### src/rtl/uop_pkg.sv
// Shared configuration and the group entry layout for the uop group queue.
// Holds widths, queue geometry, the NOP micro-op and the grp_t record.
package uop_pkg;

    localparam int UOP_W = 20;
    localparam int K_W   = 16;
    localparam int SLOTS = 3;
    localparam int DEPTH = 4;

    localparam int CW = $clog2(SLOTS + 1);
    localparam int PW = $clog2(DEPTH);
    localparam int OW = $clog2(DEPTH + 1);
    localparam int SW = (SLOTS > 1) ? $clog2(SLOTS) : 1;

    localparam logic [UOP_W-1:0] NOP = 20'b0000_0000_1111_00_000_000;

    typedef struct packed {
        logic [SLOTS-1:0][UOP_W-1:0] uops;
        logic [CW-1:0]               count;
        logic [K_W-1:0]              temp;
    } grp_t;

endpackage

### src/rtl/uop_group_mem.sv
// DEPTH x grp_t register file: one full-entry write port, one temp-only
// write port and one asynchronous read port.
// Ports: clk, a_rst (async active-low), i_we/i_waddr/i_wdata (entry write),
//        i_twe/i_taddr/i_tdata (temp write), i_raddr/o_rdata (read).
module uop_group_mem
    import uop_pkg::*;
(
    input  logic          clk,
    input  logic          a_rst,
    input  logic          i_we,
    input  logic [PW-1:0] i_waddr,
    input  grp_t          i_wdata,
    input  logic          i_twe,
    input  logic [PW-1:0] i_taddr,
    input  logic [K_W-1:0] i_tdata,
    input  logic [PW-1:0] i_raddr,
    output grp_t          o_rdata
);

    grp_t r_mem [DEPTH];

    // A full-entry write wins if both ports ever target the same entry.
    always_ff @(posedge clk or negedge a_rst) begin
        if (!a_rst) begin
            for (int i = 0; i < DEPTH; i++) begin
                r_mem[i] <= '0;
            end
        end else begin
            for (int i = 0; i < DEPTH; i++) begin
                if (i_we && (i_waddr == PW'(i))) begin
                    r_mem[i] <= i_wdata;
                end else if (i_twe && (i_taddr == PW'(i))) begin
                    r_mem[i].temp <= i_tdata;
                end
            end
        end
    end

    assign o_rdata = r_mem[i_raddr];

endmodule

### src/rtl/uop_group_queue.sv
// Reservation queue of decoded micro-op groups between decode and the
// execute scheduler; issues one micro-op per scheduler acknowledge.
// Ports: clk, a_rst; decode side id_feed_req/ack, id_uops, id_uop_count,
//        id_k16; execute side ex_uop_next, ex_is_last, ex_is_valid,
//        ex_sched_ack, ex_data_out; mem_data_in/wr; flush; occupancy.
module uop_group_queue
    import uop_pkg::*;
(
    input  logic                   clk,
    input  logic                   a_rst,
    output logic                   id_feed_req,
    input  logic                   id_feed_ack,
    input  logic [SLOTS*UOP_W-1:0] id_uops,
    input  logic [CW-1:0]          id_uop_count,
    input  logic [K_W-1:0]         id_k16,
    output logic [UOP_W-1:0]       ex_uop_next,
    output logic                   ex_is_last,
    output logic                   ex_is_valid,
    input  logic                   ex_sched_ack,
    input  logic [K_W-1:0]         mem_data_in,
    input  logic                   mem_data_wr,
    output logic [K_W-1:0]         ex_data_out,
    input  logic                   flush,
    output logic [OW-1:0]          occupancy
);

    logic [PW-1:0] r_wr_ptr;
    logic [PW-1:0] r_rd_ptr;
    logic [OW-1:0] r_occ;
    logic [SW-1:0] r_idx;

    grp_t w_head;
    grp_t w_wdata;
    logic w_valid;
    logic w_last;
    logic w_pop;
    logic w_adv;
    logic w_push;
    logic w_twe;

    assign w_valid = (r_occ != '0);
    assign w_last  = w_valid
                   && ((32'(r_idx) + 32'd1) == 32'(w_head.count));
    assign w_pop   = ex_sched_ack & w_last;
    assign w_adv   = ex_sched_ack & w_valid & ~w_last;

    // A popping full queue frees its slot in the same cycle.
    assign id_feed_req = (r_occ < OW'(DEPTH)) | w_pop;

    // Empty groups are acknowledged but never stored.
    assign w_push = id_feed_ack & id_feed_req
                  & (id_uop_count != '0) & ~flush;

    // A temp write racing the pop of its group is dropped.
    assign w_twe = mem_data_wr & w_valid & ~w_pop & ~flush;

    assign w_wdata.uops  = id_uops;
    assign w_wdata.count = id_uop_count;
    assign w_wdata.temp  = id_k16;

    uop_group_mem u_mem (
        .clk     (clk),
        .a_rst   (a_rst),
        .i_we    (w_push),
        .i_waddr (r_wr_ptr),
        .i_wdata (w_wdata),
        .i_twe   (w_twe),
        .i_taddr (r_rd_ptr),
        .i_tdata (mem_data_in),
        .i_raddr (r_rd_ptr),
        .o_rdata (w_head)
    );

    always_ff @(posedge clk or negedge a_rst) begin
        if (!a_rst) begin
            r_wr_ptr <= '0;
            r_rd_ptr <= '0;
            r_occ    <= '0;
            r_idx    <= '0;
        end else if (flush) begin
            r_wr_ptr <= '0;
            r_rd_ptr <= '0;
            r_occ    <= '0;
            r_idx    <= '0;
        end else begin
            if (w_push) begin
                r_wr_ptr <= r_wr_ptr + 1'b1;
            end
            if (w_pop) begin
                r_rd_ptr <= r_rd_ptr + 1'b1;
                r_idx    <= '0;
            end else if (w_adv) begin
                r_idx    <= r_idx + 1'b1;
            end
            unique case ({w_push, w_pop})
                2'b10:   r_occ <= r_occ + 1'b1;
                2'b01:   r_occ <= r_occ - 1'b1;
                default: r_occ <= r_occ;
            endcase
        end
    end

    assign ex_is_valid = w_valid;
    assign ex_is_last  = w_last;
    assign ex_uop_next = w_valid ? w_head.uops[r_idx] : NOP;
    assign ex_data_out = w_valid ? w_head.temp : '0;
    assign occupancy   = r_occ;

endmodule

### config.mk
export PLATFORM = sky130hd
export DESIGN_NAME = uop_group_queue
export DESIGN_NICKNAME = d
export VERILOG_FILES = /design/src/rtl/uop_pkg.sv /design/src/rtl/uop_group_mem.sv /design/src/rtl/uop_group_queue.sv
export SDC_FILE = /design/constraint.sdc
export NUM_CORES = 1
export LEC_CHECK = 0
export CAP_MARGIN = 20
export CORE_MARGIN = 2
export CORE_UTILIZATION = 50
export DETAILED_ROUTE_END_ITERATION = 7
export GPL_TIMING_DRIVEN = 0
export HOLD_SLACK_MARGIN = 0.08
export PLACE_DENSITY_LB_ADDON = 0.25
export REMOVE_ABC_BUFFERS = 1
export SLEW_MARGIN = 20
export SYNTH_ARGS = -nofsm -noshare
export SYNTH_HDL_FRONTEND = slang
export SYNTH_SLANG_ARGS = --single-unit
### constraint.sdc
create_clock -name clk -period 3.1 [get_ports clk]
set_clock_uncertainty 0.1 [all_clocks]
set_input_delay 0.465 -clock clk [delete_from_list [all_inputs] [get_ports clk]]
set_output_delay 0.465 -clock clk [all_outputs]
set_load 0.01 [all_outputs]
[After elaboration in Yosys (flattened, before gate mapping)]
Index checks and enable logic that the tools add are counted.
Word-level totals
  logic and storage cells: 101
  bits in registers: 321
  input bits: 100
Cells by class
  eq/ne operators: 9
  order comparisons: 3
  reductions and logical operators: 21
  mux-type cells: 24
  $add $sub $neg: 6
  bitwise gates (word level): 14
Operator list (count)
  $bmux 78 s2: 1
  $mux 78: 2
  $mux 16: 9
  $bmux 20 s2: 1
  $mux 20: 2
  $mux 2: 7
  $reduce_bool 2->1: 7
  $eq 2x2->1 const B: 5
  $and 1x1->1: 9
  $logic_and 1x1->1: 9
  $reduce_bool 3->1: 3
  $add 2x1->2 const B: 3
  $eq 2x1->1 const B: 3
  $pmux 3 s2: 1
  $logic_not 2->1: 2
  $add 2x1->3 const B: 1
  $add 3x1->3 const B: 1
  $eq 3x2->1: 1
  $ge 3x3->1 const B: 1
  $lt 2x3->1 const B: 1
  $lt 3x3->1 const B: 1
  $mux 3: 1
  $not 1->1: 3
  $not 2->3: 1
  2 further kinds: 2

[Longest topological paths before layout]
  word-level depth: 14
  depth in mapped cells: 10
  gate-level depth less buffers: 7

[By module]
Synthesis repeated with hierarchy kept, for this count alone.
Second synthesis, totals
  cell total of the unflattened synthesis: 1287
  area, all modules: 15228.4 sq um
By module, submodules not included
  uop_group_mem: area an instance 13983.4 sq um, times used 1, cells an instance 1111
  uop_group_queue: area an instance 1244.9 sq um, times used 1, cells an instance 176

[Least setup slack after synthesis]
No wires, ideal clock.
  path kind: reg2reg
  start: register r_rd_ptr[0]
  end: register r_occ[2], in the netlist occupancy[2]
  cell stages (with the launch flop): 11
  period minus slack after synthesis: 2984 ps
  path slack: 116 ps
  arrival time: 2747 ps
  data required time: 2864 ps
  cells stage by stage: dfrtp_1 > buf_2 > mux4_2 > xor2_1 > nand4_1 > buf_2 > buf_1 > nor2_1 > fa_1 > nor4b_1 > nor4_1
On the way
  cells in the longest elaborated chain, start to end: 14
Ends and longest elaborated chain
  from (decl): line uop_group_queue.sv:28  | logic [PW-1:0] r_rd_ptr;
  from (signal assigned): line uop_group_queue.sv:90  | r_rd_ptr <= r_rd_ptr + 1'b1;
  $not 2->3 (implied by the code) *: line uop_group_mem.sv:39  | assign o_rdata = r_mem[i_raddr];
  $bmux 78 s2 *: line uop_group_mem.sv:39
  $mux 78 (implied by the code) * (2 in a row): line uop_group_mem.sv:39
  $eq 3x2->1 *: line uop_group_queue.sv:43  | && ((32'(r_idx) + 32'd1) == 32'(w_head.count));
  $logic_and 1x1->1 *: line uop_group_queue.sv:43
  $and 1x1->1 *: line uop_group_queue.sv:44  | assign w_pop = ex_sched_ack & w_last;
  $or 1x1->1: line uop_group_queue.sv:48  | assign id_feed_req = (r_occ < OW'(DEPTH)) | w_pop;
  $and 1x1->1: line uop_group_queue.sv:51  | assign w_push = id_feed_ack & id_feed_req
  $and 1x1->1 (2 in a row): line uop_group_queue.sv:52  | & (id_uop_count != '0) & ~flush;
  $eq 2x1->1 or $eq 2x2->1 (tied branches): line uop_group_queue.sv:95  | unique case ({w_push, w_pop})
  $pmux 3 s2: line uop_group_queue.sv:95
  $mux 3: line uop_group_queue.sv:80  | end else if (flush) begin
  to (signal assigned): line uop_group_queue.sv:96  | 2'b10: r_occ <= r_occ + 1'b1;
  to (signal assigned): line uop_group_queue.sv:97  | 2'b01: r_occ <= r_occ - 1'b1;
  to (signal assigned): line uop_group_queue.sv:98  | default: r_occ <= r_occ;
  to (decl): line uop_group_queue.sv:29  | logic [OW-1:0] r_occ;
Every way passes the cells marked *; elsewhere a longest branch is shown, timed or not. The select of a mux whose other input is x is not followed.
A chain may end at the register's enable or synchronous reset.

[Worst setup path after layout]
  start: register r_rd_ptr[0]
  end: output ex_uop_next[14]
On the way
  cells in the longest elaborated chain, start to end: 7
Ends and longest elaborated chain
  $not 2->3 (implied by the code): line uop_group_mem.sv:39
  $bmux 78 s2: line uop_group_mem.sv:39
  $mux 78 (implied by the code) (2 in a row): line uop_group_mem.sv:39
  $bmux 20 s2: line uop_group_queue.sv:105  | assign ex_uop_next = w_valid ? w_head.uops[r_idx] : NOP;
  $mux 20 (implied by the code): line uop_group_queue.sv:105
  $mux 20: line uop_group_queue.sv:105
  to (decl): line uop_group_queue.sv:16  | output logic [UOP_W-1:0] ex_uop_next,
No other way between the ends. The select of a mux whose other input is x is not followed.

==> run_results.csv <==
group,metric,value,unit
layout,area_growth,23.94,%
setup_path,rr_startpoint,"r_rd_ptr[0]",
timing,finalHoldWorstSlack,370.1,ps
global_route,grt_usage,0.2585,
timing,worst_slew_pin_slew,1032,ps
placed_design,routabilityCongestion,0.7489,
routing,initialDrtViolationCount,1034,
pwr,p_sw_frac,0.2981,
floorplan,pin_count,142,
global_route,grt-ovfl-total,0,
cts,cts_root_buffer,"clkbuf_16",
routing,drt_wl_total,42920,µm
pwr,power.density,804.3,nW/µm²
run_status,status,"finished with violations",
cts,clk_pin_slew,60,ps
setup_path,endpoint_kind,"primary output",
setup_path,startpoint_type,"flop",
pwr,ir_drop,0.4863,mV
timing,period_needed,3105,ps
pwr,internal_power,0.01105,W
cts,cts_buffer_depth,3,
setup_path,cp_cell_sequence,"buf_16, buf_12, buf_16, mux4_2, mux2i_2, nor2_1, a21oi_1, nor2_1, buf_2",
placed_design,place_ws,-1130,ps
routing,dr_total_vias,11371,
yosys,async_flop_share,1.000,
pwr,seqPwrFrac,0.407,
floorplan,dieHeight,181.7,µm
hold_path,hp-class,"input pin to asynchronous set/reset pin",
yosys,synth_flop_cell,"dfrtp_1",
timing,slew_headroom,0.3117,
setup_path,rr_worst_depth,10,
pwr,finalPower,0.01574,W
layout,drive_gt1_frac,0.3481,
cts,htreeDepth,2,
setup_path,cp_data_arrival_time,2540,ps
setup_path,r2r_slack,60,ps
global_route,grt_antenna_before_repair,2,
routing,wire_per_inst,24.40,µm
floorplan,core,31310,µm²
floorplan,die_area,33020,µm²
setup_path,worstSetupPathType,"flop to primary output",
timing,fmax,322.1,MHz
yosys,ys_ff_latch,321,
yosys,ys_types,41,
setup_path,crit_slowest_cell,"dfrtp_4",
global_route,grt_max_degree,89,
routing,detail-route-antenna-nets,0,
pwr,power_frac_clock,0.265,
job,max_cap_violations,0,
timing,hold_violations,0,
routing,drt_first_pass_iters,8,
placed_design,dp_hpwl,23680,µm
cts,clock_latency,510,ps
run_status,violations,"design-rule violations, negative setup slack",
yosys,synth_edf_count,0,
setup_path,max_stage_delay,520,ps
pwr,total_switching_power,0.004693,W
timing,finalCritPeriodShare,1.002,
timing,report.final.slew_viol_count,0,
floorplan,die_x,181.7,µm
global_route,grt_pass1_wl,66760,µm
yosys,syn_avg_cell_area,13.36,µm²
routing,drc,1,
yosys,netlist_area,15790,µm²
setup_path,crit_fanout,7,
placed_design,placement.io_buffers,141,
global_route,grt_pass1_vias,11797,
layout,nets,1439,
pwr,leakagePower,8.147,nW
cts,cts_tree,"done",
setup_path,rr_endpoint,"u_mem.r_mem[306]",
timing,fin_ws,-5.046,ps
yosys,syn_inst,1182,
floorplan,rows,65,
yosys,yosys_warnings,0,
routing,routed_via_density,6.464,
yosys,yosysSeqAreaShare,0.5086,
cts,clock-sinks,321,
cts,cts_made_buffers,37,
pwr,combPwrFrac,0.329,
setup_path,required,2530,ps
timing,setup_viol,1,
floorplan,start_util,0.5044,
timing,rsz0062_at_grt,"true",
==> power by group through the flow <==
stage	sequential, W	clock [W]	combinational (W)
2_1_floorplan	0.00625	0	0.00310
3_3_place_gp	0.00654	0	0.00442
3_5_place_dp	0.00648	0	0.00476
4_1_cts	0.00638	0.00423	0.00506
5_1_grt	0.00656	0.00442	0.00554
6_report	0.00641	0.00416	0.00517
==> worst max-delay path: cells and delay by family, from the launching register on <==
kind / cells / cell delay [ps]
buffers and inverters: 4 / 600
AO/OA/AOI/OAI: 1 / 120
AND/OR/NAND/NOR: 2 / 150
multiplexers: 2 / 630
flip-flops: 1 / 520
==> synth_stat cells (all sizes together) (2+ instances only) <==
master	count	area (µm²)
a21oi	24	120.1
a31oi	64	400.4
and2	16	100.1
buf	51	315.3
clkbuf	63	236.5
dfrtp	321	8033
ha	9	112.6
inv	11	43.80
mux2	249	2849
mux2i	22	220.2
mux4	78	1757
nand2	8	30.03
nand2b	2	12.51
nand3	5	75.07
nand4	65	406.6
nor2	39	146.4
nor2b	2	12.51
nor4	65	406.6
o21ai	71	355.3
or3	2	12.51
xnor2	2	25.03
==> area by class of cell <==
cell class / instances / area (µm²)
flip-flops and latches: 321 / 8048
inverters: 11 / 47.55
well taps: 402 / 503.0
multi-input cells: 738 / 7286
repair buffers: 220 / 2542
diodes: 1 / 2.502
clock buffers: 60 / 1082
clock inverters: 6 / 62.56
fillers: 2359 / 11740
==> cells in the final DEF (no fill, tap or decap), types with 6 or more instances in the layout <==
cell type	count
clkdlybuf4s50_1	117
clkdlybuf4s15_1	6
a31oi_1	64
and2_1	16
inv_1	9
clkbuf_8	7
dlygate4sd2_1	7
buf_8	6
o21ai_0	68
clkbuf_1	16
buf_2	9
nor4_1	65
a21oi_1	23
nor2_1	37
nand4_1	65
ha_1	9
buf_12	15
mux2_2	212
mux4_2	78
mux2_4	12
clkbuf_16	40
mux2_1	25
buf_4	37
mux2i_1	20
buf_16	15
dfrtp_1	317
==> cell families after synthesis <==
logic type / synth area share
adder cells (fa/ha/maj): 0.008398
multiplexers: 0.3056
flip-flops: 0.5086
XOR/XNOR: 0.002140
AO/OA/AOI/OAI: 0.05815
AND/OR/NAND/NOR: 0.07939
buffers and inverters: 0.03771
==> registers in the layout (all words and copies together) (netlist names) <==
| signal | cells |
|---|---|
| u_mem.r_mem | 312 |
| occupancy | 3 |
| r_idx | 2 |
| r_rd_ptr | 2 |
| r_wr_ptr | 2 |
==> how the worst max path moves through the flow <==
stage	startpoint	endpoint	slack (ps)	depth (start not counted)
finish	r_rd_ptr[0]	ex_uop_next[14]	-5	9
global placement	a_rst	u_mem.r_mem[238]	-12690	1
global route	r_rd_ptr[0]	ex_uop_next[14]	-90	9
detailed placement	r_rd_ptr[0]	u_mem.r_mem[294]	-1130	9
CTS	r_rd_ptr[0]	ex_uop_next[14]	-10	9
floorplan	r_rd_ptr[0]	u_mem.r_mem[17]	-4080	6
==> routing by layer <==
metal / GRT usage / vias up / routed length, µm
li1: - / 4847 / -
met1: 0.3529 / 5844 / 17820
met2: 0.4120 / 555 / 20360
met3: 0.05235 / 123 / 3400
met4: 0.09821 / 2 / 1324
met5: 0 / - / 11
==> repair_timing <==
item,CTS,global route
hold buffers,1,0
endpoints found under the hold margin,63,0
gates resized for setup,74,14
pin swaps,2,2
buffers inserted,29,11
endpoints found under the setup margin,358,95
gates cloned,5,3
==> metrics by stage <==
step,setup TNS (ps),std cells,cell area (µm²),utilization
finish,-5.046,1759,19570,0.6251
global route,-1006,1759,19570,0.6251
CTS,-9.709,1744,19360,0.6183
detailed placement,-262600,1643,17770,0.5674
global placement,-6617660,1611,17160,0.5479
floorplan,-1344580,1068,15240,-
No activity file was read; power rests on OpenSTA's default activity.
==> RTL change 1 (same flow settings) <==
Change the package constant `K_W` from 16 to 12.
--- a/src/rtl/uop_pkg.sv
+++ b/src/rtl/uop_pkg.sv
@@ -4,5 +4,5 @@
 
     localparam int UOP_W = 20;
-    localparam int K_W   = 16;
+    localparam int K_W   = 12;
     localparam int SLOTS = 3;
     localparam int DEPTH = 4;
Interface: changed (resized ex_data_out, id_k16 and mem_data_in); port bits go from 142 to 130. The function was not compared with the original's and may differ.
==> RTL change 1 against the unedited design <==
- sequential cell count fell by 16
- clock power fell by 7.0%
- design area fell by 3.0%
- routed wire length fell by 7.5%
- power fell by 3.9%
- area after synthesis fell by 1.5%
- combinational power fell by 1%
- setup slack improved by 0.047 ns
==> RTL change 1: results (changes against the unedited design) <==
<table>
<tr><th>Metric</th><th>Value</th></tr>
<tr><th colspan="2">GRT</th></tr>
<tr><td>Number of global-route vias before repair</td><td>10820 (-8.3%)</td></tr>
<tr><td>Maximum number of pins on one net before global-route repair</td><td>99 (+11%)</td></tr>
<tr><td>First-pass GRT wire length</td><td>63490 um (-4.9%)</td></tr>
<tr><td>Overall Global Routing Usage</td><td>0.2475 (-0.01098)</td></tr>
<tr><td>Number of antenna violations at the first check in global routing</td><td>0 (-2)</td></tr>
<tr><th colspan="2">Place</th></tr>
<tr><td>Count of buffers inserted at the top-level ports</td><td>129 (-8.5%)</td></tr>
<tr><td>Detailed placer's ending HPWL</td><td>21960 um (-7.3%)</td></tr>
<tr><td>Pre-CTS setup slack</td><td>-0.8982 ns (+0.2316 ns)</td></tr>
<tr><td>Total cell area at the placement stage</td><td>17410 um2 (-2.0%)</td></tr>
<tr><th colspan="2">Run status</th></tr>
<tr><td>Status</td><td>finished, final reports clean</td></tr>
<tr><th colspan="2">Logic synthesis</th></tr>
<tr><td>Most used standard cells in the synthesized netlist</td><td>305 x sky130_fd_sc_hd__dfrtp_1, 188 x sky130_fd_sc_hd__mux2_4, 74 x sky130_fd_sc_hd__mux4_2</td></tr>
<tr><td>Synth Instances</td><td>1080 (-8.6%)</td></tr>
<tr><td>Sequential share of the synthesized area</td><td>0.4909 (-0.01777)</td></tr>
<tr><td>Synth cell types</td><td>40 (-2.4%)</td></tr>
<tr><th colspan="2">Clocking</th></tr>
<tr><td>Number of buffers added by the clock tree synthesis step</td><td>35 (-5.4%)</td></tr>
<tr><th colspan="2">Drt</th></tr>
<tr><td>Sum of routed wire length over all layers</td><td>39710 um (-7.5%)</td></tr>
<tr><td>Starting DRT DRC Count</td><td>907 (-12%)</td></tr>
<tr><th colspan="2">Timing</th></tr>
<tr><td>Worst slew slack as a fraction of its limit</td><td>0.3113 (-0.0004050)</td></tr>
<tr><td>Setup total negative slack</td><td>0 ns (+0.005046 ns)</td></tr>
<tr><th colspan="2">Finish</th></tr>
<tr><td>Net count of the finished layout</td><td>1317 (-8.5%)</td></tr>
<tr><td>Count of antenna diodes in the layout</td><td>0 (-1)</td></tr>
<tr><td>Post-route non-filler standard cell count</td><td>1633 (-7.2%)</td></tr>
<tr><th colspan="2">Critical path</th></tr>
<tr><td>Worst endpoint data arrival time</td><td>2.49 ns (-0.05 ns)</td></tr>
<tr><td>CP delay by family, top</td><td>buffers and inverters</td></tr>
<tr><td>Crit-path max FO</td><td>4 (-3)</td></tr>
<tr><td>Max incr delay on CP</td><td>0.50 ns (-0.02 ns)</td></tr>
<tr><th colspan="2">Worst hold path</th></tr>
<tr><td>Hold crit path type</td><td>reg2reg</td></tr>
<tr><th colspan="2">Pwr</th></tr>
<tr><td>Peak VDD IR</td><td>460.6 uV (-5.3%)</td></tr>
</table>
RTL change 1: per-layer routing:
metal | vias up | GRT usage | share of wire
li1 | 4370 | - | -
met1 | 5347 | 0.3504 | 0.44
met2 | 402 | 0.3930 | 0.47
met3 | 85 | 0.04386 | 0.063
met4 | 0 | 0.07484 | 0.025
met5 | - | 0 | 0
RTL change 1: final timing paths:
check | endpoint | depth (start not counted) | startpoint | slack [ns]
max reg2reg | u_mem.r_mem[237] | 9 | r_rd_ptr[0] | 0.07
max in group asynchronous | u_mem.r_mem[8] | 4 | a_rst | 1.36
min | u_mem.r_mem[144] | 1 | u_mem.r_mem[144] | 0.39
min in group asynchronous | u_mem.r_mem[172] | 2 | a_rst | 0.41
min reg2reg | u_mem.r_mem[144] | 1 | u_mem.r_mem[144] | 0.39
max | id_feed_req | 6 | r_rd_ptr[0] | 0.04
RTL change 1: what timing repair did:
action                                 4_1_cts  5_1_grt
pin swaps                                    2        4
resized for setup                           81       30
buffers inserted                            21       13
cloned                                       8        0
hold buffers                                 1        0
endpoints found under the hold margin       77        0
setup endpoints to repair                  325       51
RTL change 1: cells by family after synthesis:
family	synth area share
XOR/XNOR	0.002173
buffers and inverters	0.04023
AND/OR/NAND/NOR	0.06293
flip-flops	0.4909
multiplexers	0.3471
adder cells (fa/ha/maj)	0.008530
AO/OA/AOI/OAI	0.04820
RTL change 1: final cells by class:
type,count,area [um2]
clock buffer,52,1010
clock inverter,7,38.79
fill,2350,11600
inverter,11,47.55
multi-input combinational,666,7438
sequential,305,7650
tap,396,495.5
timing repair buffer,196,2311
RTL change 1: report_power, final:
group | internal, uW | switching (uW)
clock | 2240 | 1620
sequential | 5360 | 803
combinational | 3090 | 2010
total | 10700 | 4440
==> RTL change 2 (same flow settings) <==
Without the edit above. Make the reset (`a_rst`) synchronous in 2 clocked blocks. Comments in the files are not updated.
--- a/src/rtl/uop_group_mem.sv
+++ b/src/rtl/uop_group_mem.sv
@@ -21,5 +21,5 @@
 
     // A full-entry write wins if both ports ever target the same entry.
-    always_ff @(posedge clk or negedge a_rst) begin
+    always_ff @(posedge clk) begin
         if (!a_rst) begin
             for (int i = 0; i < DEPTH; i++) begin
--- a/src/rtl/uop_group_queue.sv
+++ b/src/rtl/uop_group_queue.sv
@@ -72,5 +72,5 @@
     );
 
-    always_ff @(posedge clk or negedge a_rst) begin
+    always_ff @(posedge clk) begin
         if (!a_rst) begin
             r_wr_ptr <= '0;
Behaviour: differs if a_rst is asserted again (counterexample within 4 cycles, from zero or initial values and one cycle with a_rst low); with a_rst held inactive, the same outputs for 4 cycles.
==> RTL change 2 against the unedited design <==
- the run ends with negative setup slack left
- routed wire length decreased by 5.5%
- area after synthesis decreased by 3.1%
- design area increased by 1.6%
- worst hold slack improved by 0.060 ns
- critical path depth increased by 2
- sequential cell count increased by 2
- cell count decreased by 6.4%
- setup slack improved by 0.0027 ns
- critical endpoint is now u_mem.r_mem[2][77]
Power is not compared: it rests on default switching activity, and its combinational part moved more than twofold at a synthesized area within 25%.
==> RTL change 2: results (changes against the unedited design) <==
<table>
<tr><th>Metric</th><th>Value</th></tr>
<tr><th colspan="2">Logic synthesis</th></tr>
<tr><td>Synth cell types</td><td>40 (-2.4%)</td></tr>
<tr><td>Primary flip-flop cell chosen by synthesis mapping</td><td>sky130_fd_sc_hd__edfxtp_1</td></tr>
<tr><td>Synth async-reset ratio</td><td>0 (-1.000)</td></tr>
<tr><td>Most used standard cells in the synthesized netlist</td><td>312 x sky130_fd_sc_hd__edfxtp_1, 258 x sky130_fd_sc_hd__and2_1, 77 x sky130_fd_sc_hd__mux4_2</td></tr>
<tr><td>Synth Instances</td><td>986 (-17%)</td></tr>
<tr><th colspan="2">GRT</th></tr>
<tr><td>Global-route track usage on met2</td><td>0.4293 (+0.01737)</td></tr>
<tr><td>Global routing met1 resource utilization</td><td>0.3363 (-0.01661)</td></tr>
<tr><td>Maximum number of pins on one net before global-route repair</td><td>41 (-54%)</td></tr>
<tr><td>First-pass GRT wire length</td><td>60040 um (-10%)</td></tr>
<tr><th colspan="2">Finish</th></tr>
<tr><td>Net count of the finished layout</td><td>1333 (-7.4%)</td></tr>
<tr><td>Ratio of cells with drive above 1 in the final layout</td><td>0.2380 (-0.1101)</td></tr>
<tr><td>Filler cells</td><td>2141 (-9.2%)</td></tr>
<tr><td>Post-route non-filler standard cell count</td><td>1646 (-6.4%)</td></tr>
<tr><th colspan="2">Critical path</th></tr>
<tr><td>Max incr delay on CP</td><td>0.56 ns (+0.04 ns)</td></tr>
<tr><td>Critical-path top delay cell</td><td>sky130_fd_sc_hd__mux4_2</td></tr>
<tr><th colspan="2">Place</th></tr>
<tr><td># placed instances</td><td>1490 (-9.3%)</td></tr>
<tr><td>Total cell area at the placement stage</td><td>17630 um2 (-0.75%)</td></tr>
<tr><td>Detailed placer's ending HPWL</td><td>23270 um (-1.7%)</td></tr>
<tr><th colspan="2">Run status</th></tr>
<tr><td>Failing checks</td><td>negative setup slack</td></tr>
<tr><td>Status</td><td>finished, violations left</td></tr>
<tr><th colspan="2">Timing</th></tr>
<tr><td>Final setup violation count</td><td>4 (+3)</td></tr>
<tr><td>Setup WS post-layout</td><td>-0.002312 ns (+0.002734 ns)</td></tr>
<tr><td>Worst slew slack as a fraction of its limit</td><td>0.2631 (-0.04860)</td></tr>
<tr><th colspan="2">Worst hold path</th></tr>
<tr><td>Hold crit path type</td><td>reg2reg</td></tr>
<tr><th colspan="2">Drt</th></tr>
<tr><td>Starting DRT DRC Count</td><td>829 (-20%)</td></tr>
<tr><td>Routed length on met3</td><td>2759 um (-19%)</td></tr>
<tr><td>Routed via count</td><td>9686 (-15%)</td></tr>
</table>
RTL change 2: cell types whose count changed in the layout (fill, tap and decap cells not counted), sizes merged, moves of 14 or more:
cell / unedited run / this run
a31oi: 64 / 0
a32o: 0 / 64
and2: 16 / 258
buf: 85 / 130
dfrtp: 321 / 0
dlygate4sd2: 7 / 21
edfxtp: 0 / 312
mux2: 249 / 1
nand4: 65 / 1
nor4: 65 / 0
o21ai: 71 / 11
RTL change 2: kinds of logic (layout without fill, tap and decap cells):
logic type	after synthesis	count (layout)	share of synthesized area
DFF	323	323	0.6263
and+or+nand+nor	340	340	0.1303
AOI/OAI and AO/OA	113	113	0.06423
xor gates and xnor gates	4	4	0.003514
other	0	2	0
muxes	102	102	0.1299
adders and majority gates	11	11	0.009479
buffers and inverters	93	355	0.03620
RTL change 2: cell type report:
cell class | count | area, um2 | share of cell area
sequential | 323 | 9605 | 0.4832
multi-input combinational | 570 | 5359 | 0.2696
timing repair buffer | 276 | 3316 | 0.1668
clock buffer | 48 | 945.9 | 0.04758
tap | 396 | 495.5 | 0.02492
clock inverter | 15 | 81.33 | 0.004091
inverter | 15 | 63.81 | 0.003210
timing repair inverter | 1 | 7.507 | 0.0003776
antenna | 2 | 5.005 | 0.0002518
RTL change 2: worst paths after layout:
check,start,to,slack (ns),cells after the start
setup / recovery,register,u_mem.r_mem[2][77],-0.002,11
hold / removal,r_wr_ptr[1],r_wr_ptr[1],0.43,2
setup reg to reg,register,u_mem.r_mem[2][77],-0.002,11
hold reg to reg,r_wr_ptr[1],r_wr_ptr[1],0.43,2
RTL change 2: repair_timing:
| action | in CTS | in global routing |
|---|---|---|
| gates cloned | 9 | 2 |
| buffers inserted | 58 | 24 |
| gates resized for setup | 79 | 31 |
| setup endpoints to repair | 658 | 363 |
| pin swaps | 14 | 12 |
